$ cat config.mk
export PLATFORM = sky130hd
export DESIGN_NAME = maxpool2d
export DESIGN_NICKNAME = d
export VERILOG_FILES = /design/src/rtl/maxpool2d.sv
export SDC_FILE = /design/constraint.sdc
export NUM_CORES = 1
export LEC_CHECK = 0
export ABC_AREA = 1
export CAP_MARGIN = 0
export CORE_ASPECT_RATIO = 0.9
export CORE_UTILIZATION = 45
export DETAILED_ROUTE_END_ITERATION = 12
export GPL_TIMING_DRIVEN = 1
export HOLD_SLACK_MARGIN = 0.08
export PLACE_DENSITY_LB_ADDON = 0.3
export SYNTH_ARGS = -nofsm -noshare
export SYNTH_HDL_FRONTEND = slang
export SYNTH_SLANG_ARGS = --single-unit
$ cat constraint.sdc
create_clock -name clock -period 9.98 [get_ports clock]
set_input_delay 0.998 -clock clock [delete_from_list [all_inputs] [get_ports clock]]
set_output_delay 0.998 -clock clock [all_outputs]
set_load 0.05 [all_outputs]
$ cat src/rtl/maxpool2d.sv
// Max-pooling stage behind conv2: snapshots the finished feature map on start,
// scans each POOL x POOL window one element per cycle and emits the pooled map.
module maxpool2d #(
  parameter int SIZE      = 5,
  parameter int POOL      = 2,
  parameter int STRIDE    = 2,
  parameter int WIDTH_BIT = 8,
  localparam int OUT      = (SIZE - POOL) / STRIDE + 1
) (
  input  logic                        clock,
  input  logic                        reset,
  input  logic                        start,
  input  logic signed [WIDTH_BIT-1:0] inpMatrix [SIZE][SIZE],
  output logic signed [WIDTH_BIT-1:0] poolOut   [OUT][OUT],
  output logic                        busy,
  output logic                        done
);

  localparam int NK = POOL * POOL;
  localparam int KW = (NK > 1) ? $clog2(NK) : 1;
  localparam int OW = (OUT > 1) ? $clog2(OUT) : 1;
  localparam int RW = (SIZE > 1) ? $clog2(SIZE) : 1;

  generate
    if (POOL > SIZE || POOL < 1 || STRIDE < 1) begin : g_bad_params
      $error("maxpool2d: illegal parameters SIZE=%0d POOL=%0d STRIDE=%0d", SIZE, POOL, STRIDE);
    end
  endgenerate

  typedef enum logic [1:0] {
    IDLE,
    SCAN,
    WRITE,
    DONE
  } state_t;

  state_t state_q, state_d;

  logic                        start_q;
  logic                        start_rise;
  logic signed [WIDTH_BIT-1:0] snap_q [SIZE][SIZE];
  logic signed [WIDTH_BIT-1:0] snap_d [SIZE][SIZE];
  logic signed [WIDTH_BIT-1:0] pool_q [OUT][OUT];
  logic signed [WIDTH_BIT-1:0] pool_d [OUT][OUT];
  logic [OW-1:0]               wi_q, wi_d;
  logic [OW-1:0]               wj_q, wj_d;
  logic [KW-1:0]               k_q, k_d;
  logic signed [WIDTH_BIT-1:0] max_q, max_d;
  logic                        busy_q, busy_d;
  logic                        done_q, done_d;

  logic [RW-1:0]               row_idx;
  logic [RW-1:0]               col_idx;
  logic signed [WIDTH_BIT-1:0] elem;

  assign start_rise = start & ~start_q;

  // Element k of the current window, taken in raster order from the snapshot.
  always_comb begin
    row_idx = RW'(int'(wi_q) * STRIDE + int'(k_q) / POOL);
    col_idx = RW'(int'(wj_q) * STRIDE + int'(k_q) % POOL);
    elem    = snap_q[row_idx][col_idx];
  end

  always_comb begin
    state_d = state_q;
    snap_d  = snap_q;
    pool_d  = pool_q;
    wi_d    = wi_q;
    wj_d    = wj_q;
    k_d     = k_q;
    max_d   = max_q;
    busy_d  = busy_q;
    done_d  = 1'b0;

    case (state_q)
      IDLE: begin
        if (start_rise) begin
          snap_d  = inpMatrix;
          wi_d    = '0;
          wj_d    = '0;
          k_d     = '0;
          busy_d  = 1'b1;
          state_d = SCAN;
        end
      end

      SCAN: begin
        // First element loads unconditionally so all-negative windows pool correctly.
        if (k_q == '0) begin
          max_d = elem;
        end else if (elem > max_q) begin
          max_d = elem;
        end
        if (k_q == KW'(NK - 1)) begin
          state_d = WRITE;
        end else begin
          k_d = k_q + KW'(1);
        end
      end

      WRITE: begin
        pool_d[wi_q][wj_q] = max_q;
        k_d                = '0;
        if (wj_q == OW'(OUT - 1)) begin
          wj_d = '0;
          if (wi_q == OW'(OUT - 1)) begin
            state_d = DONE;
          end else begin
            wi_d    = wi_q + OW'(1);
            state_d = SCAN;
          end
        end else begin
          wj_d    = wj_q + OW'(1);
          state_d = SCAN;
        end
      end

      DONE: begin
        done_d  = 1'b1;
        busy_d  = 1'b0;
        state_d = IDLE;
      end

      default: begin
        state_d = IDLE;
      end
    endcase
  end

  always_ff @(posedge clock or posedge reset) begin
    if (reset) begin
      state_q <= IDLE;
      start_q <= 1'b0;
      snap_q  <= '{default: '0};
      pool_q  <= '{default: '0};
      wi_q    <= '0;
      wj_q    <= '0;
      k_q     <= '0;
      max_q   <= '0;
      busy_q  <= 1'b0;
      done_q  <= 1'b0;
    end else begin
      state_q <= state_d;
      start_q <= start;
      snap_q  <= snap_d;
      pool_q  <= pool_d;
      wi_q    <= wi_d;
      wj_q    <= wj_d;
      k_q     <= k_d;
      max_q   <= max_d;
      busy_q  <= busy_d;
      done_q  <= done_d;
    end
  end

  assign poolOut = pool_q;
  assign busy    = busy_q;
  assign done    = done_q;

endmodule

==> results.py <==
metrics = {
    "synth": {
        "yosys_warnings": 0,
        "synth_cell_types": 29,
        "synth.yosys.seq_area_share_pct": 55.02,
        "postSynthRegisterBits": 177,
        "synth_enable_flop_cells": 0,
        "async_reset_ff_share_pct": 100.0,
        "synth_area_per_cell_um2": 8.274,
        "synth-main-ff-cell": "dfrtp_1",
        "synth.net_count": 1186,
        "syn-instance-count": 973,
        "synthesis.area_mm2": 0.008050,
    },
    "power_and_ir_drop": {
        "power.leakage_uw": 0.004918,
        "total_power_uw": 3283,
        "power_density_mw_per_mm2": 316.7,
        "switching_power_total_uw": 1344,
        "p_sw_share_pct": 40.95,
        "vdd_ir_drop_max_mv": 0.1939,
        "share_seq_of_total_power_pct": 36.8,
        "power_frac_comb_pct": 41.1,
        "internal-power_uw": 1939,
        "share_clk_of_total_power_pct": 22.1,
    },
    "sta": {
        "grt_setup_unrepaired": "no",
        "finalHoldViolations": 0,
        "fin_setup_tns_ns": 0,
        "final.setup.worst_slack_ns": 6.426,
        "min_period_over_period_pct": 35.61,
        "timing.final.setup_violations": 0,
        "tightest_slew_ns": 1.034,
        "period_minus_slack_ns": 3.554,
        "fmax_ghz": 0.2814,
        "maxSlewHeadroom_pct": 31.04,
        "maxSlewViolCount": 0,
        "clock-skew-final_ns": 0.006078,
    },
    "clock_tree": {
        "cts_max_path_buffers": 2,
        "worst_skew_pair.late_latency_ns": 0.42,
        "cts_max_level": 4,
        "cts.sink_count": 177,
        "cts_tree": "built",
        "cts_made_buffers": 17,
        "post_cts_resized": 0,
        "cts.root.buffer_cell": "clkbuf_16",
        "cts.clk_slew.worst_paths_ns": 0.07,
        "cts_hold_buf": 0,
        "postCtsSetupRepairBufs": 0,
    },
    "global_route": {
        "groute.usage.overall_pct": 24.58,
        "grt_max_degree": 115,
        "grt.overflow.total": 0,
        "number_of_global_route_vias_before_repair": 6331,
        "grt_first_pass_wirelength_um": 33850,
        "antenna_found_initial": 0,
    },
    "detailed_routing": {
        "ant_nets": 0,
        "number_of_remaining_drc_errors": 0,
        "drt_iter0_drc": 721,
        "drt_wl_total_um": 21530,
        "drt_pass1_iterations": 5,
        "vias": 6814,
        "detail_route.wl_per_cell_um": 15.89,
        "post_drt_via_cell_ratio": 5.029,
    },
    "placement": {
        "place.detailed.hpwl_um": 14780,
        "port_buffers": 164,
        "dp_slack_ns": 5.981,
        "gp_routability_congestion": 0.8722,
        "place_inst": 1324,
    },
    "floorplan": {
        "fp.dieW_um": 143.0,
        "die_outline_area_mm2": 0.01843,
        "core-area_mm2": 0.01755,
        "die_height_um": 128.9,
        "std_cell_rows": 46,
        "initial_core_util_pct": 45.86,
        "floorplan.io_pins": 237,
    },
    "setup_path": {
        "critPathCaptureType": "flop",
        "path_class": "in2reg",
        "critPathArrivalTime_ns": 3.91,
        "crit_path_max_fanout": 114,
        "worst-endpoint-required_ns": 10.34,
        "setup.worst_path.start_class": "input pin",
    },
    "final_layout": {
        "final_std_cells_w_o_fill": 1355,
        "drive_above_1_share_pct": 5.561,
        "layout.nets": 1316,
        "syn_to_final_growth_pct": 28.75,
        "n_antenna_cell": 0,
        "layout.area.seq_mm2": 0.004432,
        "fill_cells": 1586,
        "multiInputGateArea_mm2": 0.003088,
    },
    "run": {
        "maxCapViolCount": 0,
    },
    "min_path": {
        "hold_path_class": "reg2reg",
    },
    "run_status": {
        "outcome": "finished clean",
    },
}
cell usage in the layout (no fill, tap or decap), types with 2 or more instances in the layout:
cell	n
inv_6	3
a21oi_2	10
ha_1	10
nand2_1	396
o211ai_2	2
inv_2	4
dfrtp_2	2
nor2_1	39
buf_4	5
nand2_2	3
dfrtp_1	175
clkinv_2	4
inv_1	53
o21ai_1	20
clkdlybuf4s50_1	164
clkinvlp_4	2
o211ai_1	30
o21ai_0	110
a21oi_1	25
bufinv_16	5
nand3_1	27
clkbuf_16	17
cell families after synthesis:
kind of cell,count (synthesis),synth area share [%]
flip-flops,177,55.02
adder cells (fa/ha/maj),10,1.554
AND/OR/NAND/NOR,469,22.61
buffers and inverters,117,6.714
AO/OA/AOI/OAI,200,14.10
final timing paths:
path | startpoint | to | slack [ns] | cells after the start
min in group asynchronous | reset | poolOut[5]$_DFFE_PP0P_ | 1.18 | 2
max in group asynchronous | reset | k_q[1]$_DFFE_PP0P_ | 7.26 | 3
worst max register to register | k_q[1]$_DFFE_PP0P_ | max_q[4]$_DFFE_PP0P_ | 6.44 | 18
worst min register to register | max_q[3]$_DFFE_PP0P_ | max_q[3]$_DFFE_PP0P_ | 0.47 | 2
worst max-delay path | start | snap_q[108]$_DFFE_PP0P_ | 6.43 | 8
worst min-delay path | max_q[3]$_DFFE_PP0P_ | max_q[3]$_DFFE_PP0P_ | 0.47 | 2
state kept, by name, summed over array words and instances (netlist names):
register,flops
busy,1
done,1
k_q,2
max_q,8
poolOut,32
snap_q,128
start_q,1
state_q,2
wi_q,1
wj_q,1
final cells by class:
class                           count  area share (%)
Timing Repair Buffer              169           16.20
Clock buffer                       17           4.104
Sequential cell                   177           42.76
Clock inverter                     14           2.040
Multi-Input combinational cell    679           29.79
Inverter                           59           2.209
Tap cell                          240           2.897
power by group through the flow:
stage	clock (uW)	sequential, uW	combinational (uW)
6_report	725	1210	1350
3_3_place_gp	0	1210	1320
2_1_floorplan	0	1260	888
5_1_grt	759	1240	1520
3_5_place_dp	0	1210	1340
4_1_cts	730	1210	1350
synth_stat cells, types with 10 or more instances:
master	n	share of area [%]
nand2_1	396	18
clkbuf_1	19	0.89
o21ai_0	110	6.8
nor2_1	39	1.8
ha_1	10	1.6
nand3_1	27	1.7
dfrtp_1	177	55
o211ai_1	30	2.8
inv_1	54	2.5
a21oi_2	10	1.1
a21oi_1	25	1.6
buf_2	28	1.7
o21ai_1	20	1.2
metal layers:
layer / global-route usage [%] / routed length, um / up-vias / share of wire (%)
met4: 6.325 / 229 / 0 / 1.1
met1: 37.56 / 10500 / 3173 / 49
met3: 5.359 / 1636 / 24 / 7.6
li1: - / - / 3379 / -
met5: 0 / 0 / - / 0
met2: 35.09 / 9156 / 238 / 43
worst max-delay path: stages:
cell             delay, ns
clkdlybuf4s50_1       0.48
inv_1                 0.04
nor2_1                0.16
nand3_4               0.39
inv_4                 0.50
buf_4                 0.88
nand2_1               0.25
nand2_1               0.13
stage by stage:
stage	hold slack, ns	util [%]	instance area (um2)
global route	0.4895	59.04	10360
global placement	0.4539	55.42	9728
detailed placement	0.4583	55.42	9728
floorplan	0.4419	-	8050
finish	0.4737	59.04	10360
CTS	0.4742	59.04	10360
Power figures use the tool's default switching activity.
